$ cat src/rtl/dmem_arbiter.sv
// Two-requester (CPU / DMA) arbiter and access sequencer for the single-port data memory.
// Every grant runs IDLE -> ACCESS (1 + WAIT_STATES cycles) -> DONE (one-cycle ack to the owner).
module dmem_arbiter #(
  parameter int WORD_LEN    = 32,
  parameter int WAIT_STATES = 0,
  parameter bit CPU_FIRST   = 1'b1
) (
  input  logic                clk,
  input  logic                rst,
  input  logic                cpu_req,
  input  logic                cpu_we,
  input  logic [WORD_LEN-1:0] cpu_addr,
  input  logic [WORD_LEN-1:0] cpu_wdata,
  output logic [WORD_LEN-1:0] cpu_rdata,
  output logic                cpu_ack,
  output logic                cpu_stall,
  input  logic                dma_req,
  input  logic                dma_we,
  input  logic [WORD_LEN-1:0] dma_addr,
  input  logic [WORD_LEN-1:0] dma_wdata,
  output logic [WORD_LEN-1:0] dma_rdata,
  output logic                dma_ack,
  output logic                mem_writeEn,
  output logic                mem_readEn,
  output logic [WORD_LEN-1:0] mem_address,
  output logic [WORD_LEN-1:0] mem_dataIn,
  input  logic [WORD_LEN-1:0] mem_dataOut
);

  typedef enum logic [1:0] {IDLE, ACCESS, DONE} state_t;

  localparam logic [3:0] WS_LOAD = 4'(WAIT_STATES);

  state_t              r_state, w_state_nxt;
  logic [3:0]          r_cnt, w_cnt_nxt;
  logic                r_ptr_cpu, w_ptr_cpu_nxt;
  logic                r_own_dma, w_own_dma_nxt;
  logic                r_we, w_we_nxt;
  logic                r_cpu_ack, w_cpu_ack_nxt;
  logic                r_dma_ack, w_dma_ack_nxt;
  logic [WORD_LEN-1:0] r_cpu_rdata, w_cpu_rdata_nxt;
  logic [WORD_LEN-1:0] r_dma_rdata, w_dma_rdata_nxt;
  logic                r_mem_we, w_mem_we_nxt;
  logic                r_mem_re, w_mem_re_nxt;
  logic [WORD_LEN-1:0] r_mem_addr, w_mem_addr_nxt;
  logic [WORD_LEN-1:0] r_mem_din, w_mem_din_nxt;

  logic w_grant_dma;
  logic w_sel_we;

  // DMA wins when it is alone, or on a tie when the pointer does not favour the CPU.
  assign w_grant_dma = dma_req & (~cpu_req | ~r_ptr_cpu);
  assign w_sel_we    = w_grant_dma ? dma_we : cpu_we;

  always_comb begin
    // NOTE: every value written below gets a default first, so no path can infer a latch.
    w_state_nxt     = r_state;
    w_cnt_nxt       = r_cnt;
    w_ptr_cpu_nxt   = r_ptr_cpu;
    w_own_dma_nxt   = r_own_dma;
    w_we_nxt        = r_we;
    w_cpu_ack_nxt   = 1'b0;
    w_dma_ack_nxt   = 1'b0;
    w_cpu_rdata_nxt = r_cpu_rdata;
    w_dma_rdata_nxt = r_dma_rdata;
    w_mem_we_nxt    = 1'b0;
    w_mem_re_nxt    = 1'b0;
    w_mem_addr_nxt  = r_mem_addr;
    w_mem_din_nxt   = r_mem_din;

    case (r_state)
      IDLE: begin
        if (cpu_req | dma_req) begin
          w_state_nxt    = ACCESS;
          w_own_dma_nxt  = w_grant_dma;
          w_we_nxt       = w_sel_we;
          w_mem_addr_nxt = w_grant_dma ? dma_addr  : cpu_addr;
          w_mem_din_nxt  = w_grant_dma ? dma_wdata : cpu_wdata;
          w_cnt_nxt      = WS_LOAD;
          w_ptr_cpu_nxt  = w_grant_dma;
          // Enables are registered, so they are set up here for the first ACCESS cycle.
          w_mem_re_nxt   = ~w_sel_we;
          w_mem_we_nxt   = w_sel_we & (WS_LOAD == 4'd0);
        end
      end
      ACCESS: begin
        if (r_cnt != 4'd0) begin
          w_cnt_nxt    = r_cnt - 4'd1;
          w_mem_re_nxt = ~r_we;
          w_mem_we_nxt = r_we & (r_cnt == 4'd1);
        end else begin
          w_state_nxt = DONE;
          if (!r_we) begin
            if (r_own_dma) w_dma_rdata_nxt = mem_dataOut;
            else           w_cpu_rdata_nxt = mem_dataOut;
          end
          w_cpu_ack_nxt = ~r_own_dma;
          w_dma_ack_nxt = r_own_dma;
        end
      end
      DONE:    w_state_nxt = IDLE;
      default: w_state_nxt = IDLE;
    endcase
  end

  always_ff @(posedge clk) begin
    // NOTE: state registers use non-blocking assignments so every flop samples pre-edge values.
    if (rst) begin
      r_state     <= IDLE;
      r_cnt       <= 4'd0;
      r_ptr_cpu   <= CPU_FIRST;
      r_own_dma   <= 1'b0;
      r_we        <= 1'b0;
      r_cpu_ack   <= 1'b0;
      r_dma_ack   <= 1'b0;
      r_cpu_rdata <= '0;
      r_dma_rdata <= '0;
      r_mem_we    <= 1'b0;
      r_mem_re    <= 1'b0;
      r_mem_addr  <= '0;
      r_mem_din   <= '0;
    end else begin
      r_state     <= w_state_nxt;
      r_cnt       <= w_cnt_nxt;
      r_ptr_cpu   <= w_ptr_cpu_nxt;
      r_own_dma   <= w_own_dma_nxt;
      r_we        <= w_we_nxt;
      r_cpu_ack   <= w_cpu_ack_nxt;
      r_dma_ack   <= w_dma_ack_nxt;
      r_cpu_rdata <= w_cpu_rdata_nxt;
      r_dma_rdata <= w_dma_rdata_nxt;
      r_mem_we    <= w_mem_we_nxt;
      r_mem_re    <= w_mem_re_nxt;
      r_mem_addr  <= w_mem_addr_nxt;
      r_mem_din   <= w_mem_din_nxt;
    end
  end

  // A reset arriving in the write cycle must stop the write reaching the memory this same cycle.
  assign mem_writeEn = r_mem_we & ~rst;
  assign mem_readEn  = r_mem_re;
  assign mem_address = r_mem_addr;
  assign mem_dataIn  = r_mem_din;
  assign cpu_ack     = r_cpu_ack;
  assign dma_ack     = r_dma_ack;
  assign cpu_rdata   = r_cpu_rdata;
  assign dma_rdata   = r_dma_rdata;
  assign cpu_stall   = cpu_req & ~r_cpu_ack;

endmodule

$ cat config.mk
export PLATFORM = sky130hd
export DESIGN_NAME = dmem_arbiter
export DESIGN_NICKNAME = d
export VERILOG_FILES = /design/src/rtl/dmem_arbiter.sv
export SDC_FILE = /design/constraint.sdc
export NUM_CORES = 1
export LEC_CHECK = 0
export ABC_CLOCK_PERIOD_IN_PS = 2000
export CAP_MARGIN = 20
export CORE_AREA = 2 2 117 119
export CTS_BUF_LIST = sky130_fd_sc_hd__clkbuf_4 sky130_fd_sc_hd__clkbuf_8 sky130_fd_sc_hd__clkbuf_16
export DETAILED_ROUTE_END_ITERATION = 8
export DIE_AREA = 0 0 119 121
export DONT_BUFFER_PORTS = 1
export GPL_TIMING_DRIVEN = 0
export MAX_ROUTING_LAYER = met4
export PLACE_DENSITY = 0.59
export SLEW_MARGIN = 25
export SYNTH_ARGS = -nofsm -noshare
export SYNTH_HDL_FRONTEND = slang
export SYNTH_SLANG_ARGS = --single-unit
$ cat constraint.sdc
create_clock -name clk -period 2 [get_ports clk]
set_input_delay 0.2 -clock clk [delete_from_list [all_inputs] [get_ports clk]]
set_output_delay 0.2 -clock clk [all_outputs]
set_load 0.005 [all_outputs]
==> impl_metrics.csv <==
group,metric,value,unit
run_status,outcome,"complete, but fails checks",
critical_path,cpMaxStageDelayCell,"or4_4",
cts,clock_sink_count,141,
cts,clock_tree.root_cell,"clkbuf_16",
routing,remaining_drc_errors,0,
cts,htree_levels,4,
yosys,yosys-mux-area-fraction,0.1119,
cts,numCtsBuffers,17,
floorplanning,dieArea,14400,µm²
global_route,antenna_found_initial,0,
yosys,synthesis.area_per_instance,10.42,µm²
critical_path,crit_required,2270,ps
critical_path,path_max_fanout,7,
pwr,cellPowerDensity,856.6,nW/µm²
critical_path,rr_worst_depth,7,
critical_path,timing.critical_path.slowest_cell_delay,580,ps
critical_path,worstPathCellList,"inv_4 > ha_4 > or3b_4 > or4_4 > clkbuf_16 > nand2_2 > a21oi_2",
floorplanning,number_of_cell_rows,42,
placed_design,place.detailed.hpwl,12.17,mm
routing,avgViaCountPerCell,5.484,
yosys,synth_xor_xnor_area_share,0.004520,
worst_hold_path,timing.hold.worst.class,"primary input to register",
cts,worst_setup_hold_path_clk_slew,60,ps
critical_path,launching_element_type_of_the_critical_path,"register",
yosys,post-synth-top-area-cell,"dfxtp_1",
placed_design,number_of_port_buffers,0,
global_route,first_global_vias,5312,
sta,whs,12.35,ps
cts,clock_latency,420,ps
yosys,synth_compound_gate_area_share,0.1995,
routing,drt-total-wl,19.58,mm
floorplanning,pin_count,299,
yosys,yosys_warnings,0,
yosys,ys_top_cells_by_count,"dfxtp_1 (141), nand2_1 (71), mux2i_1 (65), o2bb2ai_1 (65)",
pwr,max-vdd-ir-drop,0.4873,mV
yosys,synthesized_instance_count,558,
run_status,failing_checks,"setup timing",
layout,final_layout_size_suffix_gt1_frac,0.2659,
routing,drt_first_pass_iters,6,
yosys,syn_nets,727,
sta,normalized_max_slew_margin,0.4765,
sta,final_hold_viol_count,0,
layout,fin_nets,912,
routing,ant_nets,0,
yosys,ys_seq_elements,141,
sta,period_needed,2012,ps
floorplanning,core_region_area,13090,µm²
routing,met2_wirelength,10.20,mm
routing,drt-met1-wl,7.131,mm
placed_design,detailed_place.area,6053,µm²
worst_hold_path,hold-path-cell-count,2,
yosys,synth_simple_gate_area_share,0.1459,
worst_hold_path,min_to,"mem_dataIn[8]",
sta,worstMarginPinSlew,785.2,ps
yosys,synthesis.area,5813,µm²
yosys,post_synth_main_area_contributors,"dfxtp_1 (49%), mux2i_1 (11%), o2bb2ai_1 (9.8%)",
worst_hold_path,holdCritStartpoint,"cpu_wdata[8]",
floorplanning,initial_utilization,0.4443,
routing,top_layer_used,"met4",
global_route,globalRouteTotalUtil,0.2737,
floorplanning,die_w,119,µm
sta,report.final.setup_viol,6,
routing,detailroute.via_count,5117,
critical_path,worstSetupEndpointType,"register",
global_route,grt_overflow,0,
yosys,main_combinational_cell_family_by_area_after_synthesis,"compound AO/OA/AOI/OAI gates",
sta,final_worst_slack,-12.41,ps
routing,detailroute.wirelength.met3,1.475,mm
yosys,synth.yosys.seq_area_share,0.4856,
global_route,wire_length_of_the_first_global_routing_pass,29.39,mm
cts,ctsLongestPathBuffers,2,
critical_path,regToRegStartpoint,"r_cnt[0]",
global_route,grt_max_degree,17,
layout,flow.area_growth_from_synthesis,48.15,%
critical_path,r2r_setup_slack,-10,ps
yosys,ys.flop_type,"dfxtp_1",
placed_design,globalplace.congestion,0.8510,
routing,routed_wirelength_normalized_by_instance_count,20.98,µm
yosys,synth_edf_count,0,
sta,achievable-frequency,496.9,MHz
yosys,post_synth_num_cell_types,36,
cts,tritoncts,"yes",
critical_path,arrival_time_at_the_worst_endpoint,2290,ps
critical_path,timing.setup.critical_path_class,"register to register",
sta,min_period_over_period,1.006,
routing,drt-initial-drc-count,246,
yosys,yosysMostFrequentCell,"dfxtp_1",
yosys,synthAdderAreaFrac,0.006457,
sta,pins_over_slew_limit,0,
yosys,synthArstFlopShare,0,
critical_path,worst_r2r_end,"cpu_rdata[14]",
yosys,synth_top_cell_area_share,0.4856,
floorplanning,die_h,121,µm
sta,grt_setup_unrepaired,"yes",
flow_run,max_cap_violations,0,
layout,non_filler_cell_area_final,8612,µm²
pwr,leak,0.003124,µW
sta,final.setup_skew,5.784,ps
[sequential cells by signal, indices dropped and copies added (netlist names)]
signal       count
dma_ack          1
r_ptr_cpu        1
r_own_dma        1
r_state          2
cpu_ack          1
r_cnt            4
dma_rdata       32
mem_readEn       1
mem_address     32
r_mem_we         1
r_we             1
cpu_rdata       32
mem_dataIn      32
[per-stage QoR]
stage                     setup TNS [ps]  total power, µW  utilization  std cells  setup WS (ps)
after floorplan                        0             3734            -        558          3.045
after global placement             -6888             3921       0.4626        734         -173.6
after detailed placement          -10520             3941       0.4626        734         -259.4
after CTS                          -1561             7313       0.6398        929         -63.42
after global routing               -2317             7626       0.6580        932         -61.76
final                             -41.84             7377       0.6582        933         -12.41
[cell families (layout without fill, tap and decap cells)]
group | Yosys count | in the layout
xor+xnor | 3 | 3
simple gates | 164 | 164
other cells | 0 | 1
mux | 65 | 65
fa+ha+maj | 3 | 3
flops | 141 | 141
buf+inv | 47 | 245
compound gates | 135 | 135
[power by group]
| part | total (µW) | internal [µW] | switching [µW] |
|---|---|---|---|
| clock | 3050 | 1900 | 1150 |
| sequential | 3240 | 3020 | 228 |
| combinational | 1080 | 551 | 530 |
| total | 7380 | 5470 | 1910 |
[cells in the final DEF (no fill, tap or decap), types with 2 or more instances in the layout]
cell           count
clkinv_2           4
ha_1               2
xor2_1             2
nand3_1            2
clkbuf_1          18
or4_4              2
dfxtp_1          139
clkbuf_16         19
o2bb2ai_1         65
buf_4              9
nor2_1             9
buf_6              5
mux2i_1           65
clkbuf_8           4
nor2b_1            3
a21oi_2           62
buf_12             5
buf_2              6
buf_16             2
nor3_1             2
dfxtp_2            2
nand2_4           35
nand2b_1           2
and2_1             4
nand2_1           69
buf_1              5
clkbuf_4           7
a21oi_1            3
dlygate4sd3_1    154
nor4_4             2
nand2_2           27
[what timing repair did]
action | CTS | global route
buffers inserted | 9 | 1
hold endpoints to repair | 125 | 0
cloned | 2 | 3
endpoints found under the setup margin | 84 | 123
pin swaps | 22 | 46
hold buffers | 154 | 0
resized for setup | 25 | 42
[area by class of cell]
type                    instances  area (µm²)
inverters                       3       13.76
clock buffers                  26       518.0
well taps                     176       220.2
plain buffers                  41       285.3
flip-flops and latches        141        2825
diodes                          1       2.502
clock inverters                 6       58.81
multi-input cells             370        2952
repair buffers                169        1737
fillers                       973        4473
[how the worst max path moves through the flow]
stage | slack, ps | from | to
6_report | -10 | r_cnt[0] | cpu_rdata[14]
5_1_grt | -60 | r_cnt[1] | cpu_rdata[14]
4_1_cts | -60 | r_cnt[1] | cpu_rdata[20]
3_5_place_dp | -260 | r_cnt[1] | cpu_rdata[20]
3_3_place_gp | -170 | r_cnt[1] | cpu_rdata[15]
2_1_floorplan | 3 | r_cnt[1] | dma_rdata[21]
[critical path: cells and delay by family, from the launching register on]
| kind | cells | cell delay, ps |
|---|---|---|
| AOI/OAI and AO/OA | 1 | 50 |
| DFF | 1 | 340 |
| and+or+nand+nor | 3 | 1060 |
| adders and majority gates | 1 | 120 |
| buffers and inverters | 2 | 280 |
[per-layer routing]
| layer | GRT usage | up-vias |
|---|---|---|
| li1 | - | 2326 |
| met1 | 0.2862 | 2467 |
| met2 | 0.4659 | 274 |
| met3 | 0.09445 | 50 |
| met4 | 0.1280 | 0 |
| met5 | - | - |
(Power assumes the default switching activity.)
